--- src/rtl/rv32_pkg.sv ---
// rv32_pkg: RV32I mnemonic codes, opcode/funct constants, the canonical NOP,
// encoder FSM state type and small decode helpers shared by the encoder.
package rv32_pkg;

   // Mnemonic codes carried on req_op; values 29-31 are illegal
   typedef enum logic [4:0] {
      OP_ADD   = 5'd0,  OP_SUB,   OP_SLL,   OP_SLT,   OP_SLTU,
      OP_XOR,  OP_SRL,  OP_SRA,   OP_OR,    OP_AND,
      OP_ADDI  = 5'd10, OP_SLTI,  OP_SLTIU, OP_XORI,  OP_ORI,
      OP_ANDI, OP_SLLI, OP_SRLI,  OP_SRAI,
      OP_LW    = 5'd19, OP_SW,
      OP_BEQ   = 5'd21, OP_BNE,   OP_BLT,   OP_BLTU,
      OP_JAL   = 5'd25, OP_JALR,  OP_LUI,   OP_AUIPC
   } op_e;

   // Instruction format selected by the packer
   typedef enum logic [2:0] {
      FMT_R, FMT_I, FMT_SH, FMT_S, FMT_B, FMT_J, FMT_U, FMT_BAD
   } fmt_e;

   // Encoder FSM state, also exported on the debug port
   typedef enum logic [1:0] {
      ST_IDLE  = 2'd0,
      ST_NOP   = 2'd1,
      ST_INSTR = 2'd2
   } enc_state_e;

   localparam logic [6:0] OPC_OP     = 7'b0110011;
   localparam logic [6:0] OPC_OP_IMM = 7'b0010011;
   localparam logic [6:0] OPC_LOAD   = 7'b0000011;
   localparam logic [6:0] OPC_STORE  = 7'b0100011;
   localparam logic [6:0] OPC_BRANCH = 7'b1100011;
   localparam logic [6:0] OPC_JAL    = 7'b1101111;
   localparam logic [6:0] OPC_JALR   = 7'b1100111;
   localparam logic [6:0] OPC_LUI    = 7'b0110111;
   localparam logic [6:0] OPC_AUIPC  = 7'b0010111;

   localparam logic [2:0] F3_ADD  = 3'b000;
   localparam logic [2:0] F3_SLL  = 3'b001;
   localparam logic [2:0] F3_SLT  = 3'b010;
   localparam logic [2:0] F3_SLTU = 3'b011;
   localparam logic [2:0] F3_XOR  = 3'b100;
   localparam logic [2:0] F3_SR   = 3'b101;
   localparam logic [2:0] F3_OR   = 3'b110;
   localparam logic [2:0] F3_AND  = 3'b111;
   localparam logic [2:0] F3_W    = 3'b010;
   localparam logic [2:0] F3_BEQ  = 3'b000;
   localparam logic [2:0] F3_BNE  = 3'b001;
   localparam logic [2:0] F3_BLT  = 3'b100;
   localparam logic [2:0] F3_BLTU = 3'b110;

   localparam logic [6:0] F7_ZERO = 7'b0000000;
   localparam logic [6:0] F7_ALT  = 7'b0100000;

   // addi x0, x0, 0
   localparam logic [31:0] NOP_WORD = 32'h0000_0013;

   // True when the op reads rs1 (R, I incl. shifts, LW, JALR, S, B)
   function automatic logic op_reads_rs1(input logic [4:0] op);
      return (op <= OP_AND) ||
             ((op >= OP_ADDI) && (op <= OP_SW)) ||
             ((op >= OP_BEQ) && (op <= OP_BLTU)) ||
             (op == OP_JALR);
   endfunction

   // True when the op reads rs2 (R, S, B)
   function automatic logic op_reads_rs2(input logic [4:0] op);
      return (op <= OP_AND) || (op == OP_SW) ||
             ((op >= OP_BEQ) && (op <= OP_BLTU));
   endfunction

endpackage

--- src/rtl/instr_encoder_if.sv ---
// instr_encoder_if: request channel into the encoder and write channel out
// to instruction memory.
//
// Both channels use valid/ready: a transfer happens on a rising edge where
// valid && ready are both high; once valid is raised the payload is held
// stable until that transfer (or a flush/reset drops it).
interface instr_encoder_if #(
   parameter int ADDR_W = 32
) ();
   logic              req_valid;
   logic              req_ready;
   logic [4:0]        req_op;
   logic [4:0]        req_rd;
   logic [4:0]        req_rs1;
   logic [4:0]        req_rs2;
   logic [31:0]       req_imm;
   logic              imem_valid;
   logic              imem_ready;
   logic [ADDR_W-1:0] imem_addr;
   logic [31:0]       imem_wdata;

   // Encoder side: consumes requests, masters the memory write bus
   modport master (
      input  req_valid, req_op, req_rd, req_rs1, req_rs2, req_imm,
      output req_ready,
      output imem_valid, imem_addr, imem_wdata,
      input  imem_ready
   );

   // Environment side: issues requests, acts as the memory
   modport slave (
      output req_valid, req_op, req_rd, req_rs1, req_rs2, req_imm,
      input  req_ready,
      input  imem_valid, imem_addr, imem_wdata,
      output imem_ready
   );
endinterface

--- src/rtl/instr_packer.sv ---
// instr_packer: purely combinational RV32I packer; maps a mnemonic code,
// register fields and immediate to the 32-bit instruction word and flags
// codes outside the mnemonic map as illegal.
module instr_packer
   import rv32_pkg::*;
(
   input  logic [4:0]  op_i,
   input  logic [4:0]  rd_i,
   input  logic [4:0]  rs1_i,
   input  logic [4:0]  rs2_i,
   input  logic [31:0] imm_i,
   output logic [31:0] word_o,
   output logic        illegal_o
);

   fmt_e       fmt;
   logic [6:0] opc;
   logic [6:0] f7;
   logic [2:0] f3;

   // Decode the mnemonic into format, opcode and function fields
   always_comb begin
      fmt = FMT_BAD;
      opc = 7'b0;
      f3  = 3'b0;
      f7  = F7_ZERO;
      case (op_i)
         OP_ADD:   begin fmt = FMT_R;  opc = OPC_OP;     f3 = F3_ADD;  end
         OP_SUB:   begin fmt = FMT_R;  opc = OPC_OP;     f3 = F3_ADD;  f7 = F7_ALT; end
         OP_SLL:   begin fmt = FMT_R;  opc = OPC_OP;     f3 = F3_SLL;  end
         OP_SLT:   begin fmt = FMT_R;  opc = OPC_OP;     f3 = F3_SLT;  end
         OP_SLTU:  begin fmt = FMT_R;  opc = OPC_OP;     f3 = F3_SLTU; end
         OP_XOR:   begin fmt = FMT_R;  opc = OPC_OP;     f3 = F3_XOR;  end
         OP_SRL:   begin fmt = FMT_R;  opc = OPC_OP;     f3 = F3_SR;   end
         OP_SRA:   begin fmt = FMT_R;  opc = OPC_OP;     f3 = F3_SR;   f7 = F7_ALT; end
         OP_OR:    begin fmt = FMT_R;  opc = OPC_OP;     f3 = F3_OR;   end
         OP_AND:   begin fmt = FMT_R;  opc = OPC_OP;     f3 = F3_AND;  end
         OP_ADDI:  begin fmt = FMT_I;  opc = OPC_OP_IMM; f3 = F3_ADD;  end
         OP_SLTI:  begin fmt = FMT_I;  opc = OPC_OP_IMM; f3 = F3_SLT;  end
         OP_SLTIU: begin fmt = FMT_I;  opc = OPC_OP_IMM; f3 = F3_SLTU; end
         OP_XORI:  begin fmt = FMT_I;  opc = OPC_OP_IMM; f3 = F3_XOR;  end
         OP_ORI:   begin fmt = FMT_I;  opc = OPC_OP_IMM; f3 = F3_OR;   end
         OP_ANDI:  begin fmt = FMT_I;  opc = OPC_OP_IMM; f3 = F3_AND;  end
         OP_SLLI:  begin fmt = FMT_SH; opc = OPC_OP_IMM; f3 = F3_SLL;  end
         OP_SRLI:  begin fmt = FMT_SH; opc = OPC_OP_IMM; f3 = F3_SR;   end
         OP_SRAI:  begin fmt = FMT_SH; opc = OPC_OP_IMM; f3 = F3_SR;   f7 = F7_ALT; end
         OP_LW:    begin fmt = FMT_I;  opc = OPC_LOAD;   f3 = F3_W;    end
         OP_SW:    begin fmt = FMT_S;  opc = OPC_STORE;  f3 = F3_W;    end
         OP_BEQ:   begin fmt = FMT_B;  opc = OPC_BRANCH; f3 = F3_BEQ;  end
         OP_BNE:   begin fmt = FMT_B;  opc = OPC_BRANCH; f3 = F3_BNE;  end
         OP_BLT:   begin fmt = FMT_B;  opc = OPC_BRANCH; f3 = F3_BLT;  end
         OP_BLTU:  begin fmt = FMT_B;  opc = OPC_BRANCH; f3 = F3_BLTU; end
         OP_JAL:   begin fmt = FMT_J;  opc = OPC_JAL;    end
         OP_JALR:  begin fmt = FMT_I;  opc = OPC_JALR;   f3 = F3_ADD;  end
         OP_LUI:   begin fmt = FMT_U;  opc = OPC_LUI;    end
         OP_AUIPC: begin fmt = FMT_U;  opc = OPC_AUIPC;  end
         default:  fmt = FMT_BAD;
      endcase
   end

   // Pack the fields according to the selected format
   always_comb begin
      word_o    = 32'h0;
      illegal_o = 1'b0;
      case (fmt)
         FMT_R:  word_o = {f7, rs2_i, rs1_i, f3, rd_i, opc};
         FMT_I:  word_o = {imm_i[11:0], rs1_i, f3, rd_i, opc};
         FMT_SH: word_o = {f7, imm_i[4:0], rs1_i, f3, rd_i, opc};
         FMT_S:  word_o = {imm_i[11:5], rs2_i, rs1_i, f3, imm_i[4:0], opc};
         FMT_B:  word_o = {imm_i[12], imm_i[10:5], rs2_i, rs1_i, f3,
                           imm_i[4:1], imm_i[11], opc};
         FMT_J:  word_o = {imm_i[20], imm_i[10:1], imm_i[11], imm_i[19:12],
                           rd_i, opc};
         FMT_U:  word_o = {imm_i[31:12], rd_i, opc};
         default: illegal_o = 1'b1;
      endcase
   end

endmodule

--- src/rtl/instr_encoder.sv ---
// instr_encoder: accepts encode requests, packs them into RV32I words and
// writes them to consecutive instruction-memory addresses starting at
// BASE_ADDR. Optional feature macro: NOP_INSERT_EN -- when defined, one NOP
// is written ahead of an instruction that reads the rd of a directly
// preceding LW (rd != x0).
module instr_encoder
   import rv32_pkg::*;
#(
   parameter logic [31:0] BASE_ADDR = 32'h0000_0000,
   parameter int          ADDR_W    = 32
) (
   input  logic                   clk,
   input  logic                   rst,
   input  logic                   flush,
   instr_encoder_if.master        bus,
   output logic                   err_illegal,
   output enc_state_e             dbg_state_o
);

   localparam logic [ADDR_W-1:0] BASE_A = ADDR_W'(BASE_ADDR);

   logic [31:0]       pk_word;
   logic              pk_illegal;
   enc_state_e        state_q, state_d;
   logic [ADDR_W-1:0] addr_q, addr_d;
   logic [31:0]       wdata_q, wdata_d;
   logic              err_q, err_d;
   logic              fire;
   logic              done;
   logic              hazard;

   instr_packer u_packer (
      .op_i      (bus.req_op),
      .rd_i      (bus.req_rd),
      .rs1_i     (bus.req_rs1),
      .rs2_i     (bus.req_rs2),
      .imm_i     (bus.req_imm),
      .word_o    (pk_word),
      .illegal_o (pk_illegal)
   );

   assign fire = bus.req_valid && bus.req_ready;
   assign done = bus.imem_valid && bus.imem_ready;

`ifdef NOP_INSERT_EN
   // Hazard history: was the last accepted instruction an LW with rd != x0
   logic       hist_lw_q, hist_lw_d;
   logic [4:0] hist_rd_q, hist_rd_d;

   assign hazard = hist_lw_q &&
                   ((op_reads_rs1(bus.req_op) && (bus.req_rs1 == hist_rd_q)) ||
                    (op_reads_rs2(bus.req_op) && (bus.req_rs2 == hist_rd_q)));

   // Hazard history register
   always_ff @(posedge clk or posedge rst) begin
      if (rst) begin
         hist_lw_q <= 1'b0;
         hist_rd_q <= 5'd0;
      end else begin
         hist_lw_q <= hist_lw_d;
         hist_rd_q <= hist_rd_d;
      end
   end

   // Hazard history update: record each legal accepted op, clear on flush
   always_comb begin
      hist_lw_d = hist_lw_q;
      hist_rd_d = hist_rd_q;
      if (flush) begin
         hist_lw_d = 1'b0;
         hist_rd_d = 5'd0;
      end else if (fire && !pk_illegal) begin
         hist_lw_d = (bus.req_op == OP_LW) && (bus.req_rd != 5'd0);
         hist_rd_d = bus.req_rd;
      end
   end
`else
   assign hazard = 1'b0;
`endif

   // State register with address, held word and error pulse
   always_ff @(posedge clk or posedge rst) begin
      if (rst) begin
         state_q <= ST_IDLE;
         addr_q  <= BASE_A;
         wdata_q <= 32'h0;
         err_q   <= 1'b0;
      end else begin
         state_q <= state_d;
         addr_q  <= addr_d;
         wdata_q <= wdata_d;
         err_q   <= err_d;
      end
   end

   // Next state: flush wins; completed writes advance the address
   always_comb begin
      state_d = state_q;
      addr_d  = addr_q;
      wdata_d = wdata_q;
      err_d   = 1'b0;
      if (flush) begin
         state_d = ST_IDLE;
         addr_d  = BASE_A;
      end else begin
         if (done) addr_d = addr_q + ADDR_W'(4);
         if (fire) begin
            // A handshake in INSTR implies the current word completes now
            if (pk_illegal) begin
               err_d   = 1'b1;
               state_d = ST_IDLE;
            end else begin
               wdata_d = pk_word;
               state_d = hazard ? ST_NOP : ST_INSTR;
            end
         end else begin
            case (state_q)
               ST_NOP:   if (done) state_d = ST_INSTR;
               ST_INSTR: if (done) state_d = ST_IDLE;
               default:  state_d = state_q;
            endcase
         end
      end
   end

   // Outputs decoded from state; ready is also gated by reset and flush
   always_comb begin
      bus.req_ready  = !rst && !flush &&
                       ((state_q == ST_IDLE) ||
                        ((state_q == ST_INSTR) && bus.imem_ready));
      bus.imem_valid = (state_q != ST_IDLE);
      bus.imem_addr  = addr_q;
      bus.imem_wdata = (state_q == ST_NOP) ? NOP_WORD : wdata_q;
      err_illegal    = err_q;
      dbg_state_o    = state_q;
   end

endmodule

--- src/flat_wrapper.sv ---
// flat-port wrapper written by rule: the top's interface ports become plain ports
module instr_encoder_flat import rv32_pkg::*;
#(
   parameter logic [31:0] BASE_ADDR = 32'h0000_0000,
   parameter int          ADDR_W    = 32
)
  (clk, rst, flush, err_illegal, dbg_state_o, bus_req_valid, bus_req_op, bus_req_rd, bus_req_rs1, bus_req_rs2, bus_req_imm, bus_req_ready, bus_imem_valid, bus_imem_addr, bus_imem_wdata, bus_imem_ready);
  instr_encoder_if #(.ADDR_W(ADDR_W)) bus_i ();
  input  logic clk;
  input  logic rst;
  input  logic flush;
  output logic err_illegal;
  output enc_state_e dbg_state_o;
  input wire logic [$bits(bus_i.req_valid)-1:0] bus_req_valid;
  input wire logic [$bits(bus_i.req_op)-1:0] bus_req_op;
  input wire logic [$bits(bus_i.req_rd)-1:0] bus_req_rd;
  input wire logic [$bits(bus_i.req_rs1)-1:0] bus_req_rs1;
  input wire logic [$bits(bus_i.req_rs2)-1:0] bus_req_rs2;
  input wire logic [$bits(bus_i.req_imm)-1:0] bus_req_imm;
  output wire logic [$bits(bus_i.req_ready)-1:0] bus_req_ready;
  output wire logic [$bits(bus_i.imem_valid)-1:0] bus_imem_valid;
  output wire logic [$bits(bus_i.imem_addr)-1:0] bus_imem_addr;
  output wire logic [$bits(bus_i.imem_wdata)-1:0] bus_imem_wdata;
  input wire logic [$bits(bus_i.imem_ready)-1:0] bus_imem_ready;
  assign bus_i.req_valid = bus_req_valid;
  assign bus_i.req_op = bus_req_op;
  assign bus_i.req_rd = bus_req_rd;
  assign bus_i.req_rs1 = bus_req_rs1;
  assign bus_i.req_rs2 = bus_req_rs2;
  assign bus_i.req_imm = bus_req_imm;
  assign bus_req_ready = bus_i.req_ready;
  assign bus_imem_valid = bus_i.imem_valid;
  assign bus_imem_addr = bus_i.imem_addr;
  assign bus_imem_wdata = bus_i.imem_wdata;
  assign bus_i.imem_ready = bus_imem_ready;
  instr_encoder #(.BASE_ADDR(BASE_ADDR), .ADDR_W(ADDR_W)) u_core (.clk(clk), .rst(rst), .flush(flush), .bus(bus_i), .err_illegal(err_illegal), .dbg_state_o(dbg_state_o));
endmodule
--- config.mk ---
export PLATFORM = sky130hd
export DESIGN_NAME = instr_encoder_flat
export DESIGN_NICKNAME = d
export VERILOG_FILES = /design/src/rtl/rv32_pkg.sv /design/src/rtl/instr_encoder_if.sv /design/src/rtl/instr_packer.sv /design/src/rtl/instr_encoder.sv /design/src/flat_wrapper.sv
export SDC_FILE = /design/constraint.sdc
export NUM_CORES = 1
export LEC_CHECK = 0
export ABC_AREA = 0
export ABC_CLOCK_PERIOD_IN_PS = 4600
export BUFFER_PORTS_ARGS = -buffer_cell sky130_fd_sc_hd__clkbuf_2
export CORE_MARGIN = 8
export CORE_UTILIZATION = 35
export CTS_CLUSTER_DIAMETER = 60
export DETAILED_ROUTE_END_ITERATION = 7
export PLACE_DENSITY_LB_ADDON = 0.05
export SLEW_MARGIN = 5
export SYNTH_ARGS = -nofsm -noshare
export SYNTH_HDL_FRONTEND = slang
export SYNTH_SLANG_ARGS = --single-unit
--- constraint.sdc ---
create_clock -name clk -period 4.6 [get_ports clk]
set_input_delay 0.92 -clock clk [delete_from_list [all_inputs] [get_ports clk]]
set_output_delay 0.92 -clock clk [all_outputs]
set_load 0.01 [all_outputs]
==> results.py <==
metrics = {
    "run_status": {
        "outcome": "finished, final reports clean",
    },
    "global_routing": {
        "grt_pass1_wl_um": 19070,
        "grt_pass1_vias": 3666,
        "overflow": 0,
        "grt_max_degree": 47,
        "track_usage": 0.1636,
        "antenna_found_initial": 0,
    },
    "timing": {
        "fin_setup_tns_ns": 0,
        "timing.fmax_ghz": 0.3321,
        "slew_headroom": 0.3137,
        "fin_crit_sh": 0.6546,
        "hold_viol_final": 0,
        "rsz0062_at_grt": "no",
        "setup_ws_ns": 1.589,
        "drv_slew": 0,
        "skew_ns": 0.01144,
        "worst_pin_slew_ns": 1.028,
        "fin_crit_ns": 3.011,
        "setup_violations": 0,
    },
    "synthesis": {
        "yosys.area.top_type": "dfrtp_1",
        "async_flop_share": 1.000,
        "ys_seq_area_frac": 0.4252,
        "synth_cell_types": 65,
        "synth-edff-count": 0,
        "yosys.cell_count.top_type": "dfrtp_1",
        "synth_area_leaders": "dfrtp_1 (43%), nor2_1 (5.7%), a21oi_1 (4.3%)",
        "yosys.area.top_type_share": 0.4252,
        "ys_warn_count": 0,
        "avgSynthCellArea_um2": 8.723,
        "netlist_instances": 425,
        "netlist_area_um2": 3707,
        "synthFlopType": "dfrtp_1",
        "ys_ff_latch": 63,
        "yosys-top-cells-count": "dfrtp_1 (63), nor2_1 (56), a21oi_1 (32), o21ai_0 (28), nand2_1 (24)",
    },
    "pwr": {
        "p_sw_uw": 432.4,
        "vdd_drop_max_uv": 163.8,
        "intPower_uw": 931.6,
        "swShare": 0.3170,
        "p_leak_uw": 0.002009,
        "combPwrFrac": 0.203,
        "powerDensity_nw_per_um2": 298.9,
        "p_seq_frac": 0.474,
        "clockPowerShare": 0.323,
    },
    "flow_run": {
        "cap_violations": 0,
    },
    "clock_network": {
        "ctsRootBufferMaster": "clkbuf_8",
        "h-tree-depth": 3,
        "clk_path_buf_depth": 2,
        "cts_buffers": 9,
        "post_cts_buffers": 0,
        "path_clk_slew_ns": 0.07,
        "cts_resized": 0,
        "cts_tree": "yes",
        "cts-hold-fix-buffers": 0,
        "clk_latency_ns": 0.34,
        "clkSinkCount": 63,
    },
    "final_layout": {
        "diodes": 0,
        "fin_util": 0.4420,
        "instances_no_fill": 674,
        "nets": 591,
        "syn2layout_area_growth_pct": 23.08,
        "drive_gt1_frac": 0.2955,
    },
    "routing": {
        "wl_um": 11710,
        "num_vias": 3664,
        "dr.pass1.iters": 4,
        "first_iter_violations": 215,
        "via_per_inst": 5.436,
        "ant_nets": 0,
        "drc": 0,
        "wire_per_inst_um": 17.37,
    },
    "setup_path": {
        "cp.required_ns": 3.68,
        "rrSetupSlack_ns": 2.42,
        "end_kind": "output pin",
        "path_class": "in2out",
        "start_kind": "input port",
        "arrival_ns": 2.09,
        "crit_fanout": 20,
    },
    "hold_path": {
        "hold_path_class": "reg2reg",
    },
    "place": {
        "port_buffers": 122,
        "place_hpwl_um": 8791,
        "routabilityCongestion": 0.8176,
        "dp.cells": 658,
        "place_ws_ns": 1.523,
    },
    "die": {
        "ios": 126,
        "die_h_um": 118.9,
        "die_w_um": 118.9,
        "core-area_um2": 10320,
        "die_area_um2": 14140,
        "start_util": 0.3591,
        "rows": 37,
    },
}
per-stage QoR:
| stage | hold WS, ns | area (um^2) | power [uW] |
|---|---|---|---|
| final | 0.4844 | 4563 | 1364 |
| after global routing | 0.5106 | 4563 | 1445 |
| after CTS | 0.4806 | 4563 | 1384 |
| after detailed placement | 0.4640 | 4388 | 940.4 |
| after global placement | 0.4544 | 4388 | 938.6 |
| after floorplan | 0.5045 | 3715 | 808.8 |
area by class of cell:
| cell class | instances | area [um^2] |
|---|---|---|
| fillers | 1043 | 5761 |
| multi-input cells | 323 | 1959 |
| flip-flops and latches | 63 | 1577 |
| repair buffers | 127 | 648.1 |
| well taps | 136 | 170.2 |
| clock buffers | 11 | 141.4 |
| clock inverters | 5 | 33.78 |
| inverters | 9 | 33.78 |
power by group through the flow:
stage               sequential [uW]  combinational (uW)  clock [uW]
floorplan                       677                 131           0
global placement                659                 280           0
detailed placement              657                 283           0
CTS                             648                 283         454
global route                    655                 310         481
finish                          647                 277         440
flip-flops by register name, summed over array words and instances, names as in the netlist:
signal                flops
u_core.wdata_q           31
u_core.bus.imem_addr     30
u_core.dbg_state_o        1
u_core.err_illegal        1
metal layers:
| metal | routed length (um) | track usage |
|---|---|---|
| met1 | 5332 | 0.2052 |
| met2 | 5565 | 0.2656 |
| met3 | 662 | 0.04487 |
| met4 | 146 | 0.05692 |
| met5 | 0 | 0 |
final timing paths:
path | from | to | depth (start not counted)
max in group asynchronous | rst | u_core.wdata_q[7] | 3
worst max-delay path | flush | bus_req_ready | 5
worst max register to register | u_core.bus.imem_addr[2] | u_core.bus.imem_addr[24] | 5
worst min-delay path | u_core.wdata_q[5] | u_core.wdata_q[5] | 2
min in group asynchronous | rst | u_core.bus.imem_addr[27] | 2
worst min register to register | u_core.wdata_q[5] | u_core.wdata_q[5] | 2
worst max-delay path: stages:
cell and delay, ns:
clkbuf_2 0.29, buf_4 0.28, nor2_1 0.21, and2_1 0.22, clkbuf_2 0.16
placed cells by master (no fill, tap or decap), types with 10 or more instances in the layout:
| cell type | count |
|---|---|
| a221oi_1 | 10 |
| dfrtp_1 | 63 |
| nand2_1 | 24 |
| a21oi_1 | 32 |
| o21ai_0 | 28 |
| clkbuf_8 | 10 |
| nor2_1 | 56 |
| clkbuf_2 | 122 |
| a31oi_1 | 13 |
| nand3_1 | 13 |
cells by family after synthesis:
group | Yosys count | share of synthesized area
other cells | 1 | 0.001012
simple gates | 175 | 0.2511
fa+ha+maj | 1 | 0.003374
flops | 63 | 0.4252
buf+inv | 41 | 0.04995
compound gates | 124 | 0.2173
xor+xnor | 11 | 0.02599
mux | 9 | 0.02599
(Power assumes the default switching activity.)
